`config.mk`:
```
export PLATFORM = sky130hd
export DESIGN_NAME = lstm_seq_controller
export DESIGN_NICKNAME = d
export VERILOG_FILES = /design/src/rtl/lstm_ctrl_pkg.sv /design/src/rtl/lstm_phase_counter.sv /design/src/rtl/lstm_seq_controller.sv
export SDC_FILE = /design/constraint.sdc
export NUM_CORES = 1
export LEC_CHECK = 0
export CAP_MARGIN = 40
export CORE_AREA = 3 3 40 42
export CTS_BUF_LIST = sky130_fd_sc_hd__clkbuf_4 sky130_fd_sc_hd__clkbuf_8 sky130_fd_sc_hd__clkbuf_16
export CTS_CLUSTER_SIZE = 14
export DETAILED_ROUTE_END_ITERATION = 8
export DIE_AREA = 0 0 43 45
export DONT_BUFFER_PORTS = 1
export PLACE_DENSITY = 0.56
export SETUP_SLACK_MARGIN = 0.5
export SLEW_MARGIN = 20
export SYNTH_ARGS = -nofsm -noshare
export SYNTH_HDL_FRONTEND = slang
export SYNTH_HIERARCHICAL = 1
export SYNTH_SLANG_ARGS = --single-unit
```
`constraint.sdc`:
```
create_clock -name clk -period 3.2 [get_ports clk]
set_input_delay 0.48 -clock clk [delete_from_list [all_inputs] [get_ports clk]]
set_output_delay 0.48 -clock clk [all_outputs]
set_load 0.05 [all_outputs]
```
`src/rtl/lstm_ctrl_pkg.sv`:
```
// Shared definitions for the LSTM sequence controller.
// Holds the controller state encoding, default timing/shape parameters and
// small constant helpers used to size index and counter registers.
package lstm_ctrl_pkg;

  localparam int unsigned MacCyclesDef = 2;
  localparam int unsigned ActDelayDef  = 1;
  localparam int unsigned SeqLenDef    = 16;
  localparam int unsigned NumLayersDef = 1;

  typedef enum logic [2:0] {
    StIdle,
    StClear,
    StMatMul,
    StFunc,
    StWaitAct,
    StHidden,
    StDone
  } lstm_state_e;

  // Index width for a counter spanning 0..n-1; never narrower than 1 bit.
  function automatic int unsigned idx_width(input int unsigned n);
    return (n > 1) ? $clog2(n) : 1;
  endfunction

  function automatic int unsigned max_u(input int unsigned a, input int unsigned b);
    return (a > b) ? a : b;
  endfunction

endpackage

```
`src/rtl/lstm_phase_counter.sv`:
```
// Down-counter timing the MAT_MUL and WAIT_ACT phases.
// Ports:
//   clk      - clock
//   rst      - synchronous active-low reset
//   clr      - synchronous clear (run abort)
//   load     - load load_val on this edge
//   load_val - phase length minus one
//   expire   - high while the count is zero (last cycle of the phase)
module lstm_phase_counter #(
  parameter int unsigned Width = 2
) (
  input  logic             clk,
  input  logic             rst,
  input  logic             clr,
  input  logic             load,
  input  logic [Width-1:0] load_val,
  output logic             expire
);

  logic [Width-1:0] cnt_q;

  always_ff @(posedge clk) begin
    if (!rst || clr) begin
      cnt_q <= '0;
    end else if (load) begin
      cnt_q <= load_val;
    end else if (cnt_q != '0) begin
      cnt_q <= cnt_q - 1'b1;
    end
  end

  assign expire = (cnt_q == '0);

endmodule

```
`src/rtl/lstm_seq_controller.sv`:
```
// Sequencer for an LSTM accelerator: per time step it runs a MAC phase, an
// activation/cell-update strobe, an activation settle delay and a hidden-state
// latch, over SEQ_LEN steps and NUM_LAYERS stacked layers.
// Ports:
//   clk, rst      - clock, synchronous active-low reset
//   enable_input  - level run request; low aborts to idle
//   Clear_State   - clear cell/hidden state at layer start (1 cycle)
//   Mac_EN        - high through the MAT_MUL phase
//   Fun_Cell_EN   - activation and cell-update strobe (1 cycle)
//   Hidden_EN     - hidden-state latch strobe (1 cycle)
//   step_idx      - current time step
//   layer_idx     - current layer
//   busy, done    - status
module lstm_seq_controller
  import lstm_ctrl_pkg::*;
#(
  parameter int unsigned MAC_CYCLES = MacCyclesDef,
  parameter int unsigned ACT_DELAY  = ActDelayDef,
  parameter int unsigned SEQ_LEN    = SeqLenDef,
  parameter int unsigned NUM_LAYERS = NumLayersDef
) (
  input  logic                                clk,
  input  logic                                rst,
  input  logic                                enable_input,
  output logic                                Clear_State,
  output logic                                Mac_EN,
  output logic                                Fun_Cell_EN,
  output logic                                Hidden_EN,
  output logic [idx_width(SEQ_LEN)-1:0]       step_idx,
  output logic [idx_width(NUM_LAYERS)-1:0]    layer_idx,
  output logic                                busy,
  output logic                                done
);

  localparam int unsigned CntW   = $clog2(max_u(MAC_CYCLES, ACT_DELAY)) + 1;
  localparam int unsigned StepW  = idx_width(SEQ_LEN);
  localparam int unsigned LayerW = idx_width(NUM_LAYERS);

  localparam logic [StepW-1:0]  LastStep  = StepW'(SEQ_LEN - 1);
  localparam logic [LayerW-1:0] LastLayer = LayerW'(NUM_LAYERS - 1);
  localparam logic [CntW-1:0]   MacLoad   = CntW'(MAC_CYCLES - 1);
  localparam logic [CntW-1:0]   ActLoad   = CntW'(ACT_DELAY - 1);

  lstm_state_e     state_q;
  logic            cnt_load;
  logic [CntW-1:0] cnt_val;
  logic            cnt_expire;

  // Reload on the edge that enters MAT_MUL or WAIT_ACT so no count carries over.
  always_comb begin
    cnt_load = 1'b0;
    cnt_val  = MacLoad;
    unique case (state_q)
      StClear:  cnt_load = 1'b1;
      StHidden: cnt_load = (step_idx != LastStep);
      StFunc: begin
        cnt_load = 1'b1;
        cnt_val  = ActLoad;
      end
      default: ;
    endcase
  end

  lstm_phase_counter #(
    .Width (CntW)
  ) u_phase_counter (
    .clk      (clk),
    .rst      (rst),
    .clr      (~enable_input),
    .load     (cnt_load),
    .load_val (cnt_val),
    .expire   (cnt_expire)
  );

  always_ff @(posedge clk) begin
    if (!rst || !enable_input) begin
      state_q   <= StIdle;
      step_idx  <= '0;
      layer_idx <= '0;
    end else begin
      unique case (state_q)
        StIdle:    state_q <= StClear;
        StClear:   state_q <= StMatMul;
        StMatMul:  if (cnt_expire) state_q <= StFunc;
        StFunc:    state_q <= StWaitAct;
        StWaitAct: if (cnt_expire) state_q <= StHidden;
        StHidden: begin
          if (step_idx != LastStep) begin
            step_idx <= step_idx + 1'b1;
            state_q  <= StMatMul;
          end else if (layer_idx != LastLayer) begin
            step_idx  <= '0;
            layer_idx <= layer_idx + 1'b1;
            state_q   <= StClear;
          end else begin
            state_q <= StDone;
          end
        end
        StDone:    state_q <= StDone;
        default:   state_q <= StIdle;
      endcase
    end
  end

  // Strobes gated by enable_input so nothing fires in an abort cycle.
  assign Clear_State = enable_input & (state_q == StClear);
  assign Mac_EN      = enable_input & (state_q == StMatMul);
  assign Fun_Cell_EN = enable_input & (state_q == StFunc);
  assign Hidden_EN   = enable_input & (state_q == StHidden);
  assign busy        = (state_q != StIdle) && (state_q != StDone);
  assign done        = (state_q == StDone);

endmodule

```
==> summary.md <==
The first global-routing pass estimated 1810 um of wire. Of the cells placed in the final design, the portion with a size suffix greater than 1 is 27.1%. The logs give 454 for the overall via count from detail_route and 813 um for the sum of net half-perimeters after detailed placement. The flow ran to the end, and the final reports show no timing, DRC or antenna violations. The later pin in the worst-skew pair is clocked with a latency of 0.26 ns.

The peak supply drop was 0.167 mV; the mapped cell area was 556 um2. The top-level I/O count is 14, and the transition time at the pin with the least slew margin is 0.615 ns. In the synthesized netlist, the number of instances is 63.

Clock-pin slew was measured on the worst setup and hold paths at 0.06 ns. The run gives 0 as the count of antenna-violating nets left after detailed routing. The commonest cells after synthesis are 9 x dfxtp_1, 4 x a21oi_1, 4 x nor2_1, 4 x o21ai_0. STA classifies the critical path startpoint as a flop.

By area the synthesized netlist is led by dfxtp_1 32%, ha_1 4.5%, buf_4 4.1%, a21oi_1 3.6%, and3b_2 3.6%. In this run the clock root is driven by a clkbuf_4. The die covers 0.00194 mm2. Post-CTS repair changed the size of 0 cells. Total CTS buffers: 3. The tools report the type of destination of the critical path as a flop. In this run the biggest area consumer among cell types represents 32.4% of the synthesized area. The clock drives 9 sinks. The tool flagged a number of max-cap violations equal to 0. Setup repair after global routing left no endpoint under its margin. The initial utilization of the core area, before any placement, comes to 43.2%.

In this run the worst path has a maximum fanout of 5. Routability-driven placement finished with a final weighted congestion of 0.753. In the final design database the tool counted 76 nets.

The most frequently used cell type in the post-synthesis netlist is dfxtp_1. The floorplan step set the die height to 45 um. On the final layout, the worst clock skew is 0.00754 ns. Dividing the detail-routed via count by the number of cells gives 5.34.

The data required time of the critical path is 3.38 ns, and the final critical-path share of the clock period is 68.3%. The setup path with the least slack is of type flop to flop. Dividing the detail-routed wire length by the instance count gives 12.7 um. The tools report the initial antenna violation count as 0. The Yosys step of the flow raised 6 warnings. The number of antenna diodes in the final layout is 0. The area added between synthesis and finish is 13.7%.

The longest clock path from root to sink contains 2 buffers. The run gives 2.37 ns as the data arrival time at the worst-slack endpoint. The ratio of total power to cell area was 391 mW/mm2.

In the global route stage, overall resource usage came out at 13.6%. The final hold slack is 0.380 ns, and the post-synthesis register bit count is 9. The floorplan has 13 rows.

The depth of the CTS H-tree came out at 1. The first TritonRoute pass finished after 4 iterations. Summed over all layers, the global routing overflow is 0.

The run gives 0 as the final max-slew violation count. TritonCTS built the clock tree. After the first detailed-routing iteration, the DRC count stood at 11.

During placement, the flow inserted port buffers numbering 0. The run gives 87 um as the met3 wire length. The sequential-to-total area share from yosys stat was 32.4%; the number of flops mapped to enable cells by yosys was 0. The tools report the distinct cell type count of the synthesized netlist as 32. In the routed design, unresolved DRC markers number 0. The total setup buffers inserted after CTS is 0.

The uppermost metal layer occupied by signal nets was met4. The primary flip-flop cell chosen by synthesis mapping is dfxtp_1. The share of synthesized flip-flops with an asynchronous set or reset is 0%. Entering global routing, the biggest net connects 12 pins. The per-instance average area after synthesis works out to 8.82 um2.

Buffers inserted to repair hold after CTS numbered 0. After detailed routing, the total wire length is 1080 um. Leading area contributor after synthesis: dfxtp_1. The remaining max-slew budget at the tightest pin was 58.9%.

For the finished layout, the period the worst path requires is 2.19 ns. For the detailed-route wire length on metal 1, the log shows 521 um. The width of the die is 43 um. The run gives 0 ns as the total negative setup slack.

The run gives 462 um as the sum of met2 wire segment lengths after detailed routing. The core region is 0.00128 mm2. For this run, the top clock speed supported by timing is 458 MHz. The run gives 49.2% as the post-route core utilization. The setup-violating endpoint count in the final report came out at 0. Worst hold path class: input pin to flop. For this design the static power due to leakage is 0.289 nW. The number of global-route vias before repair was 391. Count of endpoints failing hold in the final timing report: 0.
-- stage by stage --
step / total power, mW / std cells / setup WS [ns] / instance area (um2)
after floorplan: 0.152 / 64 / 0.548 / 559
after global placement: 0.155 / 79 / 1.06 / 587
after detailed placement: 0.155 / 80 / 1.01 / 594
after CTS: 0.253 / 84 / 0.968 / 624
after global routing: 0.262 / 85 / 0.878 / 632
final: 0.247 / 85 / 1.01 / 632
-- layout by cell type, fill, tap and decap left out, types with 2 or more instances in the layout --
master,instances
a21oi_1,4
and3b_2,2
buf_4,6
clkbuf_4,4
conb_1,2
dfxtp_1,9
ha_1,2
inv_1,3
nand2_1,3
nand3_1,3
nand4b_1,2
nor2_1,4
nor2b_1,2
nor4b_2,2
o21ai_0,4
or3_1,2
-- layout make-up --
cell class	count	area, um2
timing repair buffer	6	45.0
tap	15	18.8
inverter	3	11.3
fill	125	653
sequential	9	180
multi-input combinational	48	347
clock buffer	4	30.0
-- sequential cells by signal (all words and copies together) (netlist names) --
name and count:
state_q 3, u_phase_counter/cnt_q 2, step_idx 4
-- worst max-delay path, stage by stage, from the launching register on --
cell	delay, ns
dfxtp_1	0.71
ha_1	0.30
and3_1	0.24
o21ai_0	0.08
and2_2	0.23
or3b_1	0.38
o31ai_2	0.17
-- logic make-up (layout without fill, tap and decap cells) --
| group | Yosys count | count (layout) | synth area share [%] |
|---|---|---|---|
| simple gates | 28 | 28 | 34.7 |
| fa+ha+maj | 2 | 2 | 4.50 |
| xor+xnor | 2 | 2 | 3.15 |
| other cells | 1 | 2 | 0.675 |
| compound gates | 14 | 14 | 16.4 |
| flops | 9 | 9 | 32.4 |
| buf+inv | 7 | 13 | 8.11 |
-- path summary, 6_finish.rpt --
kind | startpoint | end | slack [ns] | depth (start not counted)
min reg2reg | u_phase_counter/cnt_q[1]$_SDFFE_PP0P_ | u_phase_counter/cnt_q[1]$_SDFFE_PP0P_ | 0.57 | 2
min | enable_input | state_q[2]$_SDFFE_PP0P_ | 0.38 | 1
max | step_idx[0]$_SDFFE_PP0P_ | u_phase_counter/cnt_q[1]$_SDFFE_PP0P_ | 1.01 | 6
max reg2reg | step_idx[0]$_SDFFE_PP0P_ | u_phase_counter/cnt_q[1]$_SDFFE_PP0P_ | 1.01 | 6
-- where the power goes --
group | internal (mW) | total [mW] | switching (mW) | leakage [nW]
Combinational | 0.0117 | 0.0323 | 0.0205 | 0.197
Sequential | 0.115 | 0.120 | 0.00515 | 0.0730
Clock | 0.0564 | 0.0947 | 0.0383 | 0.0184
-- layer usage --
| layer | global-route usage [%] | vias to the layer above |
|---|---|---|
| li1 | - | 242 |
| met1 | 15.3 | 197 |
| met2 | 19.2 | 13 |
| met3 | 7.17 | 2 |
| met4 | 10.8 | 0 |
| met5 | 0 | - |
No activity file was read; power rests on OpenSTA's default activity.
